$ cat src/rtl/ms_pkg.sv
// ms_pkg: shared state encodings and board geometry for the Minesweeper game sequencer.
package ms_pkg;

    localparam int N_CELLS        = 25;
    localparam int ADDR_W         = 5;
    localparam int MOVE_W         = 8;
    localparam int TIMEOUT_CYCLES = 16;

    localparam logic [3:0] IDLE    = 4'd0;
    localparam logic [3:0] PLACE   = 4'd1;
    localparam logic [3:0] WAIT_IN = 4'd2;
    localparam logic [3:0] LOAD    = 4'd3;
    localparam logic [3:0] DECODE  = 4'd4;
    localparam logic [3:0] ALU     = 4'd5;
    localparam logic [3:0] DISPLAY = 4'd6;
    localparam logic [3:0] LOSE    = 4'd7;
    localparam logic [3:0] WIN     = 4'd8;
    localparam logic [3:0] FAULT   = 4'd9;

    // States that wait on a unit's done handshake.
    function automatic logic is_phase(input logic [3:0] s);
        return s == PLACE || s == DECODE || s == ALU || s == DISPLAY;
    endfunction

endpackage

$ cat src/rtl/ms_phase_watchdog.sv
// ms_phase_watchdog: counts cycles spent in one handshake phase and flags the last allowed cycle.
module ms_phase_watchdog #(
    parameter int LIMIT = 16
) (
    input  logic clk_i,
    input  logic rst_ni,
    input  logic clr_i,
    output logic expire_o
);

    localparam int CW = $clog2(LIMIT + 1);

    logic [CW-1:0] cnt_q, cnt_d;

    assign expire_o = cnt_q == CW'(LIMIT - 1);
    assign cnt_d    = clr_i ? '0 : expire_o ? cnt_q : cnt_q + 1'b1;

    always_ff @(posedge clk_i or negedge rst_ni)
        if (!rst_ni) cnt_q <= '0;
        else         cnt_q <= cnt_d;

endmodule

$ cat src/rtl/ms_game_sequencer.sv
// ms_game_sequencer: Minesweeper game controller sequencing placement, move capture, decode, ALU and display.
// Optional phase watchdog enabled by defining MS_SEQ_WATCHDOG_EN.
module ms_game_sequencer
    import ms_pkg::*;
(
    input  logic              in_clka,
    input  logic              in_restart_n,
    input  logic              in_restart,
    input  logic              in_place,
    input  logic              in_data_in,
    input  logic [ADDR_W-1:0] in_data,
    input  logic [N_CELLS-1:0] in_cleared,
    input  logic              in_place_done,
    input  logic              in_decode_done,
    input  logic              in_alu_done,
    input  logic              in_gameover,
    input  logic              in_win,
    input  logic              in_display_done,
    output logic [3:0]        out_state_main,
    output logic              out_start,
    output logic              out_load,
    output logic              out_decode,
    output logic              out_alu,
    output logic              out_display,
    output logic [ADDR_W-1:0] out_temp_data_in,
    output logic [MOVE_W-1:0] out_move_count,
    output logic              out_reject,
    output logic              out_timeout
);

    logic [3:0]            state_q, state_d;
    logic [ADDR_W-1:0]     temp_q;
    logic [MOVE_W-1:0]     count_q;
    logic                  reject_q, timeout_q, expire, bad_move, try_move, accept;
    logic [2**ADDR_W-1:0]  cleared_ext;

    // Widen the cleared mask so out-of-range indices read a defined zero.
    assign cleared_ext = {{(2**ADDR_W - N_CELLS){1'b0}}, in_cleared};
    assign bad_move    = in_data >= ADDR_W'(N_CELLS) || cleared_ext[in_data];
    assign try_move    = !in_restart && state_q == WAIT_IN && in_data_in;
    assign accept      = try_move && !bad_move;

`ifdef MS_SEQ_WATCHDOG_EN
    ms_phase_watchdog #(.LIMIT(TIMEOUT_CYCLES)) u_watchdog (
        .clk_i    (in_clka),
        .rst_ni   (in_restart_n),
        .clr_i    (state_d != state_q || !is_phase(state_q)),
        .expire_o (expire)
    );

    always_ff @(posedge in_clka or negedge in_restart_n)
        if (!in_restart_n) timeout_q <= 1'b0;
        else               timeout_q <= !in_restart && (timeout_q || (state_d == FAULT && state_q != FAULT));
`else
    assign expire    = 1'b0;
    assign timeout_q = 1'b0;
`endif

    always_ff @(posedge in_clka or negedge in_restart_n)
        if (!in_restart_n) begin
            state_q  <= IDLE;
            temp_q   <= '0;
            count_q  <= '0;
            reject_q <= 1'b0;
        end else begin
            state_q  <= state_d;
            temp_q   <= in_restart ? '0 : accept ? in_data : temp_q;
            count_q  <= in_restart ? '0 : (accept && count_q != '1) ? count_q + 1'b1 : count_q;
            reject_q <= try_move && bad_move;
        end

    always_comb begin
        state_d = state_q;
        case (state_q)
            IDLE:    state_d = in_place ? PLACE : IDLE;
            PLACE:   state_d = in_place_done ? WAIT_IN : expire ? FAULT : PLACE;
            WAIT_IN: state_d = accept ? LOAD : WAIT_IN;
            LOAD:    state_d = DECODE;
            DECODE:  state_d = in_decode_done ? ALU : expire ? FAULT : DECODE;
            ALU:     state_d = !in_alu_done ? (expire ? FAULT : ALU) : in_gameover ? LOSE : in_win ? WIN : DISPLAY;
            DISPLAY: state_d = in_display_done ? WAIT_IN : expire ? FAULT : DISPLAY;
            default: state_d = state_q;
        endcase
        if (in_restart) state_d = IDLE;
    end

    always_comb begin
        out_state_main   = state_q;
        out_start        = state_q == PLACE;
        out_load         = state_q == LOAD;
        out_decode       = state_q == DECODE;
        out_alu          = state_q == ALU;
        out_display      = state_q == DISPLAY;
        out_temp_data_in = temp_q;
        out_move_count   = count_q;
        out_reject       = reject_q;
        out_timeout      = timeout_q;
    end

endmodule

$ cat config.mk
export PLATFORM = sky130hd
export DESIGN_NAME = ms_game_sequencer
export DESIGN_NICKNAME = d
export VERILOG_FILES = /design/src/rtl/ms_pkg.sv /design/src/rtl/ms_phase_watchdog.sv /design/src/rtl/ms_game_sequencer.sv
export SDC_FILE = /design/constraint.sdc
export NUM_CORES = 1
export LEC_CHECK = 0
export ABC_AREA = 1
export BUFFER_PORTS_ARGS = -buffer_cell sky130_fd_sc_hd__buf_2
export CORE_AREA = 2 2 58 60
export DETAILED_ROUTE_END_ITERATION = 10
export DIE_AREA = 0 0 60 62
export PLACE_DENSITY = 0.79
export SYNTH_ARGS = -nofsm -noshare
export SYNTH_HDL_FRONTEND = slang
export SYNTH_SLANG_ARGS = --single-unit
$ cat constraint.sdc
create_clock -name in_clka -period 3.39 [get_ports in_clka]
set_clock_uncertainty 0.2 [all_clocks]
set_input_delay 0.1695 -clock in_clka [delete_from_list [all_inputs] [get_ports in_clka]]
set_output_delay 0.1695 -clock in_clka [all_outputs]
set_load 0.01 [all_outputs]
==> reports/metrics.cfg <==
[outcome]
outcome=complete, no violations

[cells_and_area]
ff_latch_area_um2=450
antenna_cells=0
mostFrequentLayoutCell=buf_2
finalInstanceArea_um2=1770
final_cell_count_no_fill=319
layout_common_cells=63 x buf_2, 62 x nand2_1, 33 x nand3_1
area_delta_synth_final_pct=28.6
nNetsFinal=316
nFillCells=332
multi_input_area_um2=771
drive_gt1_share_pct=30.4

[setup_path]
worstPathRequired_ns=3.37
cp.arrival_ns=1.77
cp_max_fo=9
worstSetupEndpointType=register
crit_type=register to register
critPathLaunchType=register

[timing]
fin_crit_ns=1.78
setup_tns_ns=0
setup_ws_ns=1.61
setup_viol=0
timing.final.crit_share_pct=52.6
rsz0062_at_grt=no
drv_slew=0
hold_viol=0
fmax_ghz=0.561

[placed_design]
place_area_um2=1700
portBuffers=63
dp_hpwl_mm=2.59
dp_cells=312
gp_congestion=0.926
post-place-ws_ns=1.57

[drt]
vias=1507
vias_per_cell=4.72
routed_wl_mm=3.27
drt_iter0_drc=72
drc_errors=0
drtPass1Iterations=4
wire_per_inst_um=10.2
final_antenna_net_count=0

[clock_tree]
post_cts_buffers=0
ctsResizeCount=0
cts_made_buffers=3
tritoncts=yes
cts_sinks=18
hold_buffers=3
clk_path_buf_depth=2
insertion_delay_ns=0.29
clkTransAtPathRegs_ns=0.10
htree_levels=1
cts_root_buffer=clkbuf_4

[die]
rows=21
core_area_um2=3180
start_util_pct=43.2
die_x_um=60
die-area_um2=3720
ioPinCount=65
die_h_um=62

[synthesis]
yosysTopAreaCellShare_pct=32.8
ys_seq_elements=18
syn_nets=251
synth_cell_types=29
yosys.area.top_type=dfrtp_1
avgSynthCellArea_um2=6.57
synth-warning-count=0
synth_cells=209
ys_seq_area_share_pct=32.8
netlist_area_um2=1370
synth_area_leaders=dfrtp_1 33%, nand2_1 17%, nand3_1 12%

[global_route]
grt_pass1_vias=1299
gr-usage-all-layers_pct=17.8
grt-ovfl-total=0
grt_antenna_before_repair=0
grt_pass1_wl_mm=5.18
grt_max_degree=19

[power]
irDropWorstVdd_mv=0.114
p_per_area_nw_per_um2=282
p_total_mw=0.499
p_leak_nw=1.04

[flow_run]
drv_cap=0

[worst_hold_path]
worstHoldPathType=input port to register

## cells in the mapped netlist (all sizes together)
cell type and n:
nand3 37, clkbuf 1, nand2 65, conb 1, nor2 22, inv 28, o22ai 2, a31o 1
dfrtp 18, o21ai 9, ha 1, nor3 6, nor4 1, xor2 2, nor3b 2, a21oi 2
buf 5, nand4 3, a221oi 1, xnor2 2
## power breakdown
part           internal (mW)  switching, mW  total [mW]  leakage [nW]
logic                 0.0565         0.0818       0.138         0.767
clock network         0.0654         0.0653       0.131        0.0210
registers              0.222        0.00772       0.230         0.249
## area by class of cell
cell class                      count  area share (%)
Tap cell                           46            3.26
Clock buffer                        4            2.06
Timing Repair Buffer               66            19.6
Sequential cell                    18            25.5
Inverter                           28            5.95
Multi-Input combinational cell    157            43.7
## worst max-delay path: stages, from the launching register on
cell	delay (ns)
dfrtp_1	0.42
ha_1	0.24
nand2_1	0.08
nor2_1	0.14
nand4_1	0.18
nand3_4	0.20
nand2_4	0.09
nand2_1	0.07
nand2_1	0.05
## registers in the layout, summed over array words and instances (netlist names)
| register | cells |
|---|---|
| out_state_main | 4 |
| out_move_count | 8 |
| out_temp_data_in | 5 |
| out_reject | 1 |
## logic make-up after synthesis
| group | share of synthesized area [%] |
|---|---|
| XOR/XNOR | 2.55 |
| AND/OR/NAND/NOR | 45.7 |
| AO/OA/AOI/OAI | 6.75 |
| buffers and inverters | 11.0 |
| other | 0.273 |
| flip-flops | 32.8 |
| adder cells (fa/ha/maj) | 0.911 |
## worst paths after layout
| path | cells after the start | to | start | slack, ns |
|---|---|---|---|---|
| worst max-delay path | 8 | out_move_count[5] | out_move_count[0] | 1.61 |
| worst min-delay path | 3 | out_temp_data_in[3] | in_data[3] | 0.009 |
| worst max register to register | 8 | out_move_count[5] | out_move_count[0] | 1.61 |
| worst min register to register | 2 | out_temp_data_in[0] | out_temp_data_in[0] | 0.34 |
| max in group asynchronous | 2 | out_move_count[6] | in_restart_n | 2.59 |
| min in group asynchronous | 2 | out_move_count[4] | in_restart_n | 0.12 |
## stage by stage
stage / utilization [%] / hold WS [ns]
2_1_floorplan: - / -0.326
3_3_place_gp: 53.4 / -0.0839
3_5_place_dp: 53.4 / -0.0796
4_1_cts: 55.5 / 0.00743
5_1_grt: 55.5 / 0.0215
6_report: 55.5 / 0.00948
## per-layer routing
| metal | track usage (%) | vias to the layer above | routed length, um |
|---|---|---|---|
| met1 | 22.8 | 651 | 1450 |
| met3 | 1.45 | 6 | 167 |
| met2 | 31.7 | 54 | 1590 |
| li1 | - | 796 | - |
| met4 | 6.35 | 0 | 61 |
| met5 | 0 | - | 0 |
(Power assumes the default switching activity.)
